--- src/rtl/shift_reg_pkg.sv ---
// rtl/shift_reg_pkg.sv - mode encoding and counter-width helper for univ_shift_reg
package shift_reg_pkg;

   typedef logic [1:0] mode_t;

   localparam mode_t MODE_HOLD = 2'b00;
   localparam mode_t MODE_SHR  = 2'b01;
   localparam mode_t MODE_SHL  = 2'b10;
   localparam mode_t MODE_LOAD = 2'b11;

   // Counter must reach WIDTH-1; at least one bit even for the smallest register.
   function automatic int cnt_width(input int width);
      return (width <= 2) ? 1 : $clog2(width);
   endfunction

endpackage

--- src/rtl/shift_frame_ctr.sv ---
// rtl/shift_frame_ctr.sv - tracks shifts since the last load and flags completion of a full word
module shift_frame_ctr
   import shift_reg_pkg::*;
#(
   parameter int WIDTH = 8,
   parameter int CNT_W = cnt_width(WIDTH)
) (
   input  logic             clk,
   input  logic             rst,
   input  logic             en,
   input  logic             load,
   input  logic             shift,
   output logic             busy,
   output logic [CNT_W-1:0] shift_cnt,
   output logic             frame_done
);

   localparam logic [CNT_W-1:0] LAST_CNT = CNT_W'(WIDTH - 1);

   logic             r_busy;
   logic [CNT_W-1:0] r_cnt;
   logic             r_done;

   always_ff @(posedge clk) begin
      if (!rst) begin
         r_busy <= 1'b0;
         r_cnt  <= '0;
         r_done <= 1'b0;
      end else begin
         r_done <= 1'b0;
         if (en) begin
            // A load always restarts the frame, even on what would have been the final shift.
            if (load) begin
               r_busy <= 1'b1;
               r_cnt  <= '0;
            end else if (shift && r_busy) begin
               if (r_cnt == LAST_CNT) begin
                  r_busy <= 1'b0;
                  r_cnt  <= '0;
                  r_done <= 1'b1;
               end else begin
                  r_cnt <= r_cnt + CNT_W'(1);
               end
            end
         end
      end
   end

   assign busy       = r_busy;
   assign shift_cnt  = r_cnt;
   assign frame_done = r_done;

endmodule

--- src/rtl/univ_shift_reg.sv ---
// rtl/univ_shift_reg.sv - universal shift register with framed shift-out counter
// Optional rotate path enabled by defining UNIV_SHIFT_REG_ROTATE_EN.
module univ_shift_reg
   import shift_reg_pkg::*;
#(
   parameter int WIDTH = 8,
   parameter int CNT_W = cnt_width(WIDTH)
) (
   input  logic             clk,
   input  logic             rst,
   input  logic             en,
   input  logic [1:0]       mode,
   input  logic             sin_r,
   input  logic             sin_l,
   input  logic [WIDTH-1:0] pdata,
`ifdef UNIV_SHIFT_REG_ROTATE_EN
   input  logic             rot,
`endif
   output logic [WIDTH-1:0] q,
   output logic             sout_r,
   output logic             sout_l,
   output logic             busy,
   output logic [CNT_W-1:0] shift_cnt,
   output logic             frame_done
);

   logic [WIDTH-1:0] r_q;
   logic [WIDTH-1:0] w_q_next;
   logic             w_in_r;
   logic             w_in_l;
   logic             w_load;
   logic             w_shift;

   // Rotation just swaps the serial inputs for the bit falling off the opposite end.
`ifdef UNIV_SHIFT_REG_ROTATE_EN
   assign w_in_r = rot ? r_q[0]       : sin_r;
   assign w_in_l = rot ? r_q[WIDTH-1] : sin_l;
`else
   assign w_in_r = sin_r;
   assign w_in_l = sin_l;
`endif

   assign w_load  = (mode_t'(mode) == MODE_LOAD);
   assign w_shift = (mode_t'(mode) == MODE_SHR) || (mode_t'(mode) == MODE_SHL);

   always_comb begin
      w_q_next = r_q;
      case (mode_t'(mode))
         MODE_SHR:  w_q_next = {w_in_r, r_q[WIDTH-1:1]};
         MODE_SHL:  w_q_next = {r_q[WIDTH-2:0], w_in_l};
         MODE_LOAD: w_q_next = pdata;
         default:   w_q_next = r_q;
      endcase
   end

   always_ff @(posedge clk) begin
      if (!rst) begin
         r_q <= '0;
      end else if (en) begin
         r_q <= w_q_next;
      end
   end

   shift_frame_ctr #(
      .WIDTH (WIDTH),
      .CNT_W (CNT_W)
   ) u_frame_ctr (
      .clk        (clk),
      .rst        (rst),
      .en         (en),
      .load       (w_load),
      .shift      (w_shift),
      .busy       (busy),
      .shift_cnt  (shift_cnt),
      .frame_done (frame_done)
   );

   assign q      = r_q;
   assign sout_r = r_q[0];
   assign sout_l = r_q[WIDTH-1];

endmodule

--- config.mk ---
export PLATFORM = sky130hd
export DESIGN_NAME = univ_shift_reg
export DESIGN_NICKNAME = d
export VERILOG_FILES = /design/src/rtl/shift_reg_pkg.sv /design/src/rtl/shift_frame_ctr.sv /design/src/rtl/univ_shift_reg.sv
export SDC_FILE = /design/constraint.sdc
export NUM_CORES = 1
export LEC_CHECK = 0
export ABC_AREA = 1
export BUFFER_PORTS_ARGS = -buffer_cell sky130_fd_sc_hd__buf_2
export CORE_ASPECT_RATIO = 1.25
export CORE_MARGIN = 3
export CORE_UTILIZATION = 53
export DETAILED_ROUTE_END_ITERATION = 8
export GPL_ROUTABILITY_DRIVEN = 0
export PLACE_DENSITY = 0.93
export SETUP_SLACK_MARGIN = 0.3
export SYNTH_ARGS = -nofsm -noshare
export SYNTH_HDL_FRONTEND = slang
export SYNTH_SLANG_ARGS = --single-unit
--- constraint.sdc ---
create_clock -name clk -period 1.8 [get_ports clk]
set_clock_uncertainty 0.15 [all_clocks]
set_input_delay 0.09 -clock clk [delete_from_list [all_inputs] [get_ports clk]]
set_output_delay 0.09 -clock clk [all_outputs]
set_load 0.01 [all_outputs]
== Word-level counts from Yosys, hierarchy flattened ==
Cells that the tools add are included.

* Flip-flop bits (word level): 13
* Word-level logic and storage cells: 29

* $add $sub $neg: 1
* Reduce and logical (&&, ||, !) cells: 9
* Bitwise operators: 3
* Mux-type cells: 8
* Equal/unequal tests: 4

{| class="wikitable"
|+ Operators with widths
! kind !! count
|-
| $pmux 8 s3 || 1
|-
| $mux 3 || 3
|-
| $eq 2x2->1 const B || 2
|-
| $mux 1 || 4
|-
| $reduce_and 2->1 || 2
|-
| $reduce_bool 2->1 || 2
|-
| $reduce_or 4->1 || 1
|-
| $add 3x1->3 const B || 1
|-
| $eq 3x3->1 const B || 1
|-
| $not 1->1 || 3
|-
| $reduce_and 3->1 || 1
|-
| $reduce_bool 3->1 || 1
|-
| $eq 2x1->1 const B || 1
|-
| $logic_and 1x1->1 || 1
|-
| $logic_or 1x1->1 || 1
|}

== Depth between registers and ports, before layout ==
Gate-level depths: netlist of run 1.

* Depth after elaboration: 5
* Depth in mapped cells: 9
* Gate-level depth less buffers: 8

== Cells and area by module ==
From an unflattened synthesis of run 1, not the netlist that was laid out.

* Cells, all modules: 152
* Area total of the unflattened synthesis: 908.4 µm²

{| class="wikitable"
|+ Modules (own cells, without submodules)
! module !! area each (µm²) !! cells each !! times used !! seq. area each (µm²)
|-
| univ_shift_reg || 665.6 || 119 || 1 || 160.2
|-
| shift_frame_ctr || 242.7 || 33 || 1 || 100.1
|}

== Worst setup path before layout of run 1 ==
Ideal clock, no wire load.

* Kind: register to register
* Start: register u_frame_ctr.r_cnt[0], in the netlist u_frame_ctr.shift_cnt[0]
* End: register u_frame_ctr.r_busy, in the netlist u_frame_ctr.busy
* Path slack: 514 ps
* Data required time: 1,540 ps
* Stages on the path, launching flop included: 9
* Path buffers: 0
* Clock period less this slack: 1,286 ps
* Arrival: 1,026 ps
* Library setup time: 110 ps
* Cell sequence: dfxtp_1 ha_1 ha_1 inv_1 nand2_1 nand3_1 nand2_1 inv_1 nor2_1

* Cells in the longest elaborated chain, start to end: 3

{| class="wikitable"
|+ Ends and longest elaborated chain
! element !! line !! RTL
|-
| start, declared || shift_frame_ctr.sv:21 || <nowiki>logic [CNT_W-1:0] r_cnt;</nowiki>
|-
| start signal, assigned || shift_frame_ctr.sv:42 || <nowiki>r_cnt <= r_cnt + CNT_W'(1);</nowiki>
|-
| $eq 3x3->1 || shift_frame_ctr.sv:37 || <nowiki>if (r_cnt == LAST_CNT) begin</nowiki>
|-
| $reduce_bool 2->1 (no line) || n/a ||
|-
| $reduce_and 3->1 (no line) || n/a ||
|-
| end signal, assigned || shift_frame_ctr.sv:26 || <nowiki>r_busy <= 1'b0;</nowiki>
|-
| end signal, assigned || shift_frame_ctr.sv:34 || <nowiki>r_busy <= 1'b1;</nowiki>
|-
| end signal, assigned || shift_frame_ctr.sv:38 || <nowiki>r_busy <= 1'b0;</nowiki>
|-
| end, declared || shift_frame_ctr.sv:20 || <nowiki>logic r_busy;</nowiki>
|}

No other way between the ends.
A chain may end at the register's enable or synchronous reset.

== Worst setup path after layout of run 1 ==
Ends and elaborated chain as after synthesis.

==> results of run 1 <==
-- power by group --
group | total (mW) | internal [mW] | leakage, nW | switching [mW]
Combinational | 0.160 | 0.0655 | 0.480 | 0.0947
Clock | 0.179 | 0.0859 | 0.0150 | 0.0932
Sequential | 0.319 | 0.303 | 0.107 | 0.0153
-- layer usage --
metal  track usage, %  share of wire, %  vias to the layer above  wire (um)
li1                 -                 -                      467          -
met1             18.1                42                      366        753
met2             31.0                49                       32        874
met3             2.42               7.9                        2        141
met4             6.22               1.1                        0         20
met5                0                 0                        -          0
-- worst max-delay path by stage --
| stage | start | endpoint | slack (ns) |
|---|---|---|---|
| 6_report | u_frame_ctr.shift_cnt[0]$_SDFFE_PN0P_ | u_frame_ctr.busy$_SDFFE_PN0P_ | 0.46 |
| 5_1_grt | u_frame_ctr.shift_cnt[0]$_SDFFE_PN0P_ | u_frame_ctr.shift_cnt[0]$_SDFFE_PN0P_ | 0.35 |
| 4_1_cts | u_frame_ctr.shift_cnt[0]$_SDFFE_PN0P_ | u_frame_ctr.busy$_SDFFE_PN0P_ | 0.45 |
| 3_5_place_dp | mode[0] | q[1]$_SDFFE_PN0P_ | 0.31 |
| 3_3_place_gp | mode[0] | q[7]$_SDFFE_PN0P_ | 0.37 |
| 2_1_floorplan | u_frame_ctr.shift_cnt[0]$_SDFFE_PN0P_ | u_frame_ctr.busy$_SDFFE_PN0P_ | 0.51 |
-- stage by stage --
stage | instances | worst slack (ns) | total power, mW | hold WS (ns) | cell area (sq um)
4_1_cts | 181 | 0.453 | 0.669 | 0.00832 | 1060
3_3_place_gp | 174 | 0.366 | 0.477 | 0.210 | 1000
5_1_grt | 181 | 0.348 | 0.699 | 0.0263 | 1060
3_5_place_dp | 174 | 0.315 | 0.482 | 0.225 | 1000
2_1_floorplan | 133 | 0.514 | 0.446 | 0.0604 | 901
6_report | 181 | 0.462 | 0.658 | 0.0105 | 1060
-- cell families (layout without fill, tap and decap cells) --
logic type / Yosys count / count (layout) / synth area share [%]
AOI/OAI and AO/OA: 17 / 17 / 12.4
adders and majority gates: 6 / 6 / 8.33
buffers and inverters: 24 / 54 / 14.9
DFF: 13 / 13 / 28.9
and+or+nand+nor: 73 / 73 / 35.6
-- timing repair --
action	in CTS	in global routing
hold buffers	3	0
hold endpoints to repair	6	0
endpoints found under the setup margin	0	0
-- worst max-delay path, cell delays in order, from the launching register on --
cell	delay, ns
dfxtp_1	0.34
ha_1	0.20
ha_1	0.19
inv_1	0.06
nand2_1	0.08
nand3_1	0.09
nand2_1	0.05
inv_1	0.05
nor2_1	0.04
-- registers in the layout, indices dropped and copies added, names as in the netlist --
register / flops
q: 8
u_frame_ctr.busy: 1
u_frame_ctr.shift_cnt: 3
u_frame_ctr.frame_done: 1
-- synth_stat cells (all sizes together) --
cell type / number / area, sq um
buf: 6 / 66.3
nand2: 43 / 164
inv: 17 / 63.8
nor2: 24 / 119
ha: 6 / 75.1
o21ai: 15 / 101
a21oi: 2 / 10.0
nor4: 1 / 6.26
dfxtp: 13 / 260
nand4: 1 / 6.26
clkinv: 1 / 3.75
nand3: 4 / 25.0
-- layout make-up --
class,instances,area share (%)
sequential,13,24.6
tap,18,2.13
inverter,18,6.38
timing repair buffer,32,16.5
multi-input combinational,96,47.9
clock buffer,4,2.48
==> impl_results.md, run 1 <==
* CTS Sinks at 13
* Maximum achievable frequency at 0.747 GHz
* VDD IR max at 0.000431 V
* Antenna viol nets, final at 0
* Post_cts resized at 0
* Slew headroom at 72.8%
* First-pass GRT wire length at 2.84 mm
* Multi-input gate area at 507 sq um
* DP Wirelength at 1.42 mm
* Number of port buffers at 29
* Most frequent cells in the layout: nand2_1, buf_2, nor2_1, inv_1, dfxtp_1
* Core Rows at 16
* Final hold viol count at 0
* Setup TNS at 0 ns
* Status: finished clean
* CORE AREA at 1580 sq um
* Slew @ Worst Pin at 0.406 ns
* I/O pins at 30
* Worst R2R Path Depth at 8
* Period utilisation layout at 74.3%
* Hold Crit Depth at 4
* Total Routed Length at 1.79 mm
* Post-CTS Setup Inserts at 0
* HP Start: en
* CTS tree: yes
* Drt drc at 0
* FILL cells at 155
* Nets@finish at 185
* Die area at 2230 sq um
* Initial DRC count at 10
* Yosys cell types at 24
* Antenna diodes at 0
* RSZ-0062 raised after global routing: no
* Lkg Pwr at 0.601 nW
* Largest net degree at the start of global routing at 17
* Reg area at 260 sq um
* Total gr overflow at 0
* Layout area overhead at 17.5%
* Max Cap Viol at 0
* Post-layout minimum cycle time at 1.34 ns
* Clk pin slew, worst setup/hold paths at 0.08 ns
* Crit end category: register
* Worst r2r src: u_frame_ctr.shift_cnt[0]$_SDFFE_PN0P_
* Initial antenna violation count at 0
* Vias at 867
* Clock root buffer: clkbuf_4
* WS Path Type: register to register
* CTS H-tree lvls at 1
* Crit path DAT at 1.37 ns
* Final setup fails at 0
* CTS max path bufs at 2
* CP startpoint kind: register
* Clk Latency, worst-skew pair at 0.27 ns
* GRT Total Usage at 16.5%
* Mapped Avg Cell Area at 6.77 sq um
* Die X-Extent at 42.9 um
* Total CTS buffers at 3
* Layout cell share with drive strength beyond 1 at 28.8%
* Worst Hold End: u_frame_ctr.busy$_SDFFE_PN0P_
* Die height at 52.1 um
* Drt pass-1 iters at 6
* Synth warn at 0
* Worst hold path class: primary input to register
* CP required at 1.83 ns
* RR Endpoint: u_frame_ctr.busy$_SDFFE_PN0P_
* Mapped cell area at 901 sq um
* PwrDens at 622 nW/um^2
* Most common cell after layout, fill and taps aside: nand2_1
* Initial Util at 57.0%
* Sequential share of the synthesized area at 28.9%
* Post-Synthesis Cells at 133
* FF+latch count, synth at 13
* Max Fanout on Critical Path at 4
* Reg2Reg Setup Slack at 0.46 ns
* Layout Utilization at 66.9%
* WL/cell at 9.89 um
* Fin. max-slew vios at 0
* Vias in the first global route at 730
* Synthesized net count at 154
* DR vias/cell at 4.79
Power figures use the tool's default switching activity.
==> run 2, diff against run 1 <==
--- a/config.mk
+++ b/config.mk
@@ -9,10 +9,10 @@
 export BUFFER_PORTS_ARGS = -buffer_cell sky130_fd_sc_hd__buf_2
 export CORE_ASPECT_RATIO = 1.25
 export CORE_MARGIN = 3
-export CORE_UTILIZATION = 53
+export CORE_UTILIZATION = 44
 export DETAILED_ROUTE_END_ITERATION = 8
 export GPL_ROUTABILITY_DRIVEN = 0
-export PLACE_DENSITY = 0.93
+export PLACE_DENSITY = 0.84
 export SETUP_SLACK_MARGIN = 0.3
 export SYNTH_ARGS = -nofsm -noshare
 export SYNTH_HDL_FRONTEND = slang
==> constraint.sdc (replaced) <==
create_clock -name clk -period 1.1 [get_ports clk]
set_clock_uncertainty 0.15 [all_clocks]
set_input_delay 0.055 -clock clk [delete_from_list [all_inputs] [get_ports clk]]
set_output_delay 0.055 -clock clk [all_outputs]
set_load 0.01 [all_outputs]
==> impl_results.md, run 2 (synthesized netlist as in run 1, its figures left out) <==
* Status: complete, but fails checks
* Violated checks: negative hold slack, negative setup slack
* Slowest cell on crit path: dfxtp_4
* Maximum achievable frequency at 0.801 GHz
* CTS H-tree lvls at 1
* GRT Total Usage at 20.4%
* Setup TNS at -0.576 ns
* Detail Route met3 WL at 119 um
* Nets@finish at 200
* Fin cells at 197
* CORE AREA at 1850 sq um
* Die X-Extent at 46.5 um
* WS Path Type: register to register
* Worst r2r src: u_frame_ctr.shift_cnt[0]$_SDFFE_PN0P_
* Seq pwr share at 40.4%
* Worst hold path class: primary input to register
* HP Start: rst
* Slowest stage delay, CP at 0.36 ns
* Initial Util at 48.7%
* Core Rows at 17
* Clk pin slew, worst setup/hold paths at 0.09 ns
* Most common cell after layout, fill and taps aside: nand2_1
* Number of port buffers at 29
* RR Endpoint: u_frame_ctr.busy$_SDFFE_PN0P_
* Slew @ Worst Pin at 0.338 ns
* Largest net degree at the start of global routing at 10
* Met1 Routed Length at 1.18 mm
* CTS tree: yes
* Switching fraction of total power at 33.9%
* WL/cell at 14.6 um
* Die area at 2630 sq um
* Layout area overhead at 78.2%
* Layout cell share with drive strength beyond 1 at 64.6%
* I/O pins at 30
* Top Layer Used: met4
* Clock root buffer: clkbuf_4
* Die height at 56.6 um
* CP startpoint kind: register
* Layout Utilization at 86.7%
* Switching power at 451 uW
* Internal power at 879 uW
* CTS max path bufs at 2
* Total Routed Length at 2.87 mm
* Post-layout minimum cycle time at 1.25 ns
* Crit path DAT at 1.29 ns
* Fin. max-slew vios at 0
* Antenna viol nets, final at 0
* Crit end category: register
* Vias in the first global route at 923
* DR vias/cell at 5.21
* Clock power frac at 23.4%
* First-pass GRT wire length at 4.10 mm
* DP Wirelength at 1.52 mm
* Critical Path Source: u_frame_ctr.shift_cnt[0]$_SDFFE_PN0P_
* Period utilisation layout at 113%
* Max reg flops at 8
* Initial DRC count at 24
* VDD IR max at 0.000701 V
* Max Cap Viol at 0
* Most frequent cells in the layout: nand2_1, buf_6, nor2_1, nand2_2, buf_2
* Met2 wire length at 1.52 mm
* CP dominant cell by count: ha_4
* CTS Sinks at 13
* Total gr overflow at 0
* Vias at 1026
* Drt drc at 0
* PwrDens at 828 nW/um^2
* Crit-path cells: ha_4 -> ha_4 -> inv_2 -> nand2_4 -> nand3_2 -> nand2_1 -> inv_1 -> nor2_1
* Drt pass-1 iters at 4
* Reg2Reg Setup Slack at -0.15 ns
* Antenna diodes at 0
* Clk Latency, worst-skew pair at 0.28 ns
* Worst Slack Setup Final at -0.148 ns
* Hold slack final at -0.116 ns
* Final hold viol count at 8
* CP required at 1.14 ns
* Worst R2R Path Depth at 8
* Total CTS buffers at 3
* Lkg Pwr at 0.773 nW
* Slew headroom at 77.3%
* RSZ-0062 raised after global routing: yes
* Initial antenna violation count at 0
* Combinational power share at 36.2%
* Final setup fails at 5
* CP endpoint: u_frame_ctr.busy$_SDFFE_PN0P_
* Max Fanout on Critical Path at 3
* Placed insts at 184
run 2: cell count changes in the layout (fill, tap and decap cells not counted), sizes merged:
cell	before	now
nor2	24	25
buf	29	46
dlygate4sd3	3	0
run 2: layout make-up:
type	count	area (sq um)
inverter	18	82.6
sequential	13	300
clock buffer	4	26.3
fill	93	245
timing repair buffer	46	463
multi-input combinational	97	709
tap	19	23.8
run 2: critical path, delay by kind of cell (launching register included):
family,cells,cell delay (ns)
DFF,1,0.36
adders and majority gates,2,0.32
buffers and inverters,2,0.12
and+or+nand+nor,4,0.21
run 2: power groups by stage:
stage,Combinational [mW],Clock [mW],Sequential [mW]
after floorplan,0.197,0,0.540
after global placement,0.301,0,0.529
after detailed placement,0.310,0,0.529
after CTS,0.418,0.300,0.531
after global routing,0.515,0.328,0.542
final,0.481,0.311,0.538
run 2: per-layer routing:
layer | up-vias | global-route usage (%)
met5 | - | 0
met4 | 0 | 5.69
met3 | 6 | 3.21
met2 | 32 | 33.7
met1 | 488 | 26.5
li1 | 500 | -
run 2: per-stage QoR:
stage	power [mW]	hold WS (ns)	setup slack (ns)	cell area, sq um
after global routing	1.39	-0.117	-0.204	1610
after detailed placement	0.839	0.179	-0.243	1170
after floorplan	0.737	0.0157	-0.0715	973
final	1.33	-0.116	-0.148	1610
after CTS	1.25	-0.117	-0.107	1470
after global placement	0.830	0.169	-0.194	1170
run 2: how the worst min path moves through the flow:
stage	slack, ns	depth (start not counted)	end
global route	-0.12	3	u_frame_ctr.frame_done$_SDFF_PP0_
global placement	0.17	3	u_frame_ctr.shift_cnt[0]$_SDFFE_PN0P_
CTS	-0.12	3	u_frame_ctr.shift_cnt[0]$_SDFFE_PN0P_
floorplan	0.02	2	u_frame_ctr.shift_cnt[0]$_SDFFE_PN0P_
detailed placement	0.18	3	u_frame_ctr.shift_cnt[0]$_SDFFE_PN0P_
finish	-0.12	3	u_frame_ctr.frame_done$_SDFF_PP0_
run 2: timing repair:
item                       CTS  global route
setup endpoints to repair   28            28
resized for setup           52            34
hold endpoints to repair    11             6
pin swaps                   18            17
buffers inserted             4             3
cloned                       2             0
==> run 3, diff against run 2 <==
--- a/config.mk
+++ b/config.mk
@@ -7,12 +7,15 @@
 export LEC_CHECK = 0
 export ABC_AREA = 1
 export BUFFER_PORTS_ARGS = -buffer_cell sky130_fd_sc_hd__buf_2
+export CELL_PAD_IN_SITES_DETAIL_PLACEMENT = 0
+export CELL_PAD_IN_SITES_GLOBAL_PLACEMENT = 2
 export CORE_ASPECT_RATIO = 1.25
 export CORE_MARGIN = 3
-export CORE_UTILIZATION = 44
+export CORE_UTILIZATION = 23
 export DETAILED_ROUTE_END_ITERATION = 8
 export GPL_ROUTABILITY_DRIVEN = 0
 export PLACE_DENSITY = 0.84
+export REMOVE_ABC_BUFFERS = 1
 export SETUP_SLACK_MARGIN = 0.3
 export SYNTH_ARGS = -nofsm -noshare
 export SYNTH_HDL_FRONTEND = slang
==> impl_results.md, run 3 (synthesized netlist as in run 1, its figures left out) <==
* Status: complete, but fails checks
* Total gr overflow at 0
* Period utilisation layout at 110%
* Worst Slack Setup Final at -0.111 ns
* Slew @ Worst Pin at 0.323 ns
* Post-layout minimum cycle time at 1.21 ns
* CTS Sinks at 13
* WS Path Type: register to register
* CP startpoint kind: register
* Die height at 76.0 um
* Drt pass-1 iters at 4
* Clock root buffer: clkbuf_8
* CTS tree: yes
* WL/cell at 11.7 um
* First-pass GRT wire length at 4.24 mm
* Vias in the first global route at 952
* Drt drc at 0
* Number of port buffers at 29
* Hold slack final at -0.0717 ns
* Initial Util at 24.8%
* CORE AREA at 3630 sq um
* DR vias/cell at 4.25
* Max reg flops at 8
* Max Cap Viol at 0
* Slew headroom at 78.3%
* Most common cell after layout, fill and taps aside: nand2_1
* Clk Latency, worst-skew pair at 0.24 ns
* Antenna viol nets, final at 0
* Total power draw at 1.43 mW
* Core Rows at 24
* Total Routed Length at 2.67 mm
* Maximum achievable frequency at 0.826 GHz
* Critical Path Source: u_frame_ctr.shift_cnt[1]$_SDFFE_PN0P_
* Layout area overhead at 79.4%
* VDD IR max at 0.000772 V
* Crit path DAT at 1.22 ns
* Worst hold path class: primary input to register
* GRT Total Usage at 11.6%
* Fin. max-slew vios at 0
* PwrDens at 887 nW/um^2
* Lkg Pwr at 0.754 nW
* Crit end category: register
* CTS max path bufs at 2
* Die X-Extent at 62.0 um
* HP Start: rst
* Most frequent cells in the layout: nand2_1, nor2_1, buf_6, buf_2, inv_1
* Worst r2r src: u_frame_ctr.shift_cnt[1]$_SDFFE_PN0P_
* Final hold viol count at 6
* Clk pin slew, worst setup/hold paths at 0.06 ns
* I/O pins at 30
* RSZ-0062 raised after global routing: yes
* Initial antenna violation count at 0
* Final setup fails at 4
* Violated checks: negative hold slack, negative setup slack
* Layout cell share with drive strength beyond 1 at 62.5%
* Total CTS buffers at 3
* Max Fanout on Critical Path at 2
* Vias at 969
* CP required at 1.11 ns
* Nets@finish at 198
* Initial DRC count at 29
* CTS H-tree lvls at 1
* Largest net degree at the start of global routing at 10
* DP Wirelength at 1.71 mm
* Die area at 4710 sq um
* Antenna diodes at 0
==> run 3: cell types whose count changed in the layout (fill, tap and decap cells not counted), sizes merged <==
| cell | before | now |
|---|---|---|
| buf | 46 | 44 |
| clkinv | 1 | 2 |
| inv | 17 | 16 |
==> run 3: worst paths after layout <==
check                                            to  slack (ns)  depth (start not counted)
setup / recovery  u_frame_ctr.frame_done$_SDFF_PP0_       -0.11                          5
hold / removal        u_frame_ctr.busy$_SDFFE_PN0P_       -0.07                          3
setup reg to reg  u_frame_ctr.frame_done$_SDFF_PP0_       -0.11                          5
hold reg to reg   u_frame_ctr.frame_done$_SDFF_PP0_        0.37                          2
==> run 3: cell type report <==
| cell class | instances | area (sq um) |
|---|---|---|
| Clock buffer | 4 | 45.0 |
| Fill cell | 353 | 2020 |
| Inverter | 18 | 80.1 |
| Multi-Input combinational cell | 97 | 692 |
| Sequential cell | 13 | 295 |
| Tap cell | 52 | 65.1 |
| Timing Repair Buffer | 44 | 439 |
==> run 3: stage by stage <==
| stage | worst slack (ns) | cells | area, sq um | setup TNS, ns | util (%) |
|---|---|---|---|---|---|
| floorplan | -0.187 | 127 | 835 | -1.10 | - |
| CTS | -0.0984 | 226 | 1540 | -0.229 | 42.3 |
| global placement | -0.213 | 219 | 1150 | -1.96 | 31.7 |
| detailed placement | -0.220 | 219 | 1150 | -2.34 | 31.7 |
| finish | -0.111 | 228 | 1620 | -0.359 | 44.5 |
| global route | -0.173 | 228 | 1620 | -0.546 | 44.5 |
==> run 3: power breakdown <==
part | internal [mW] | switching [mW]
Clock | 0.256 | 0.188
Combinational | 0.235 | 0.217
Sequential | 0.495 | 0.0414
==> run 3: routing by layer <==
metal | part of all wire [%] | global-route usage [%] | vias to the layer above
met5 | 0 | 0 | -
met1 | 43 | 14.9 | 442
met4 | 0.30 | 1.70 | 0
met2 | 49 | 18.8 | 32
met3 | 6.8 | 3.56 | 2
li1 | - | - | 493
==> run 3: worst max-delay path, stage by stage, from the launching register on <==
cell     delay, ns
dfxtp_2       0.35
ha_4          0.14
ha_4          0.13
buf_4         0.11
nand2_2       0.04
nor4_1        0.20
==> run 3: timing repair <==
action	4_1_cts	5_1_grt
gates resized for setup	76	19
endpoints found under the hold margin	6	6
pin swaps	20	18
setup endpoints to repair	28	28
gates cloned	2	0
setup buffers	1	2
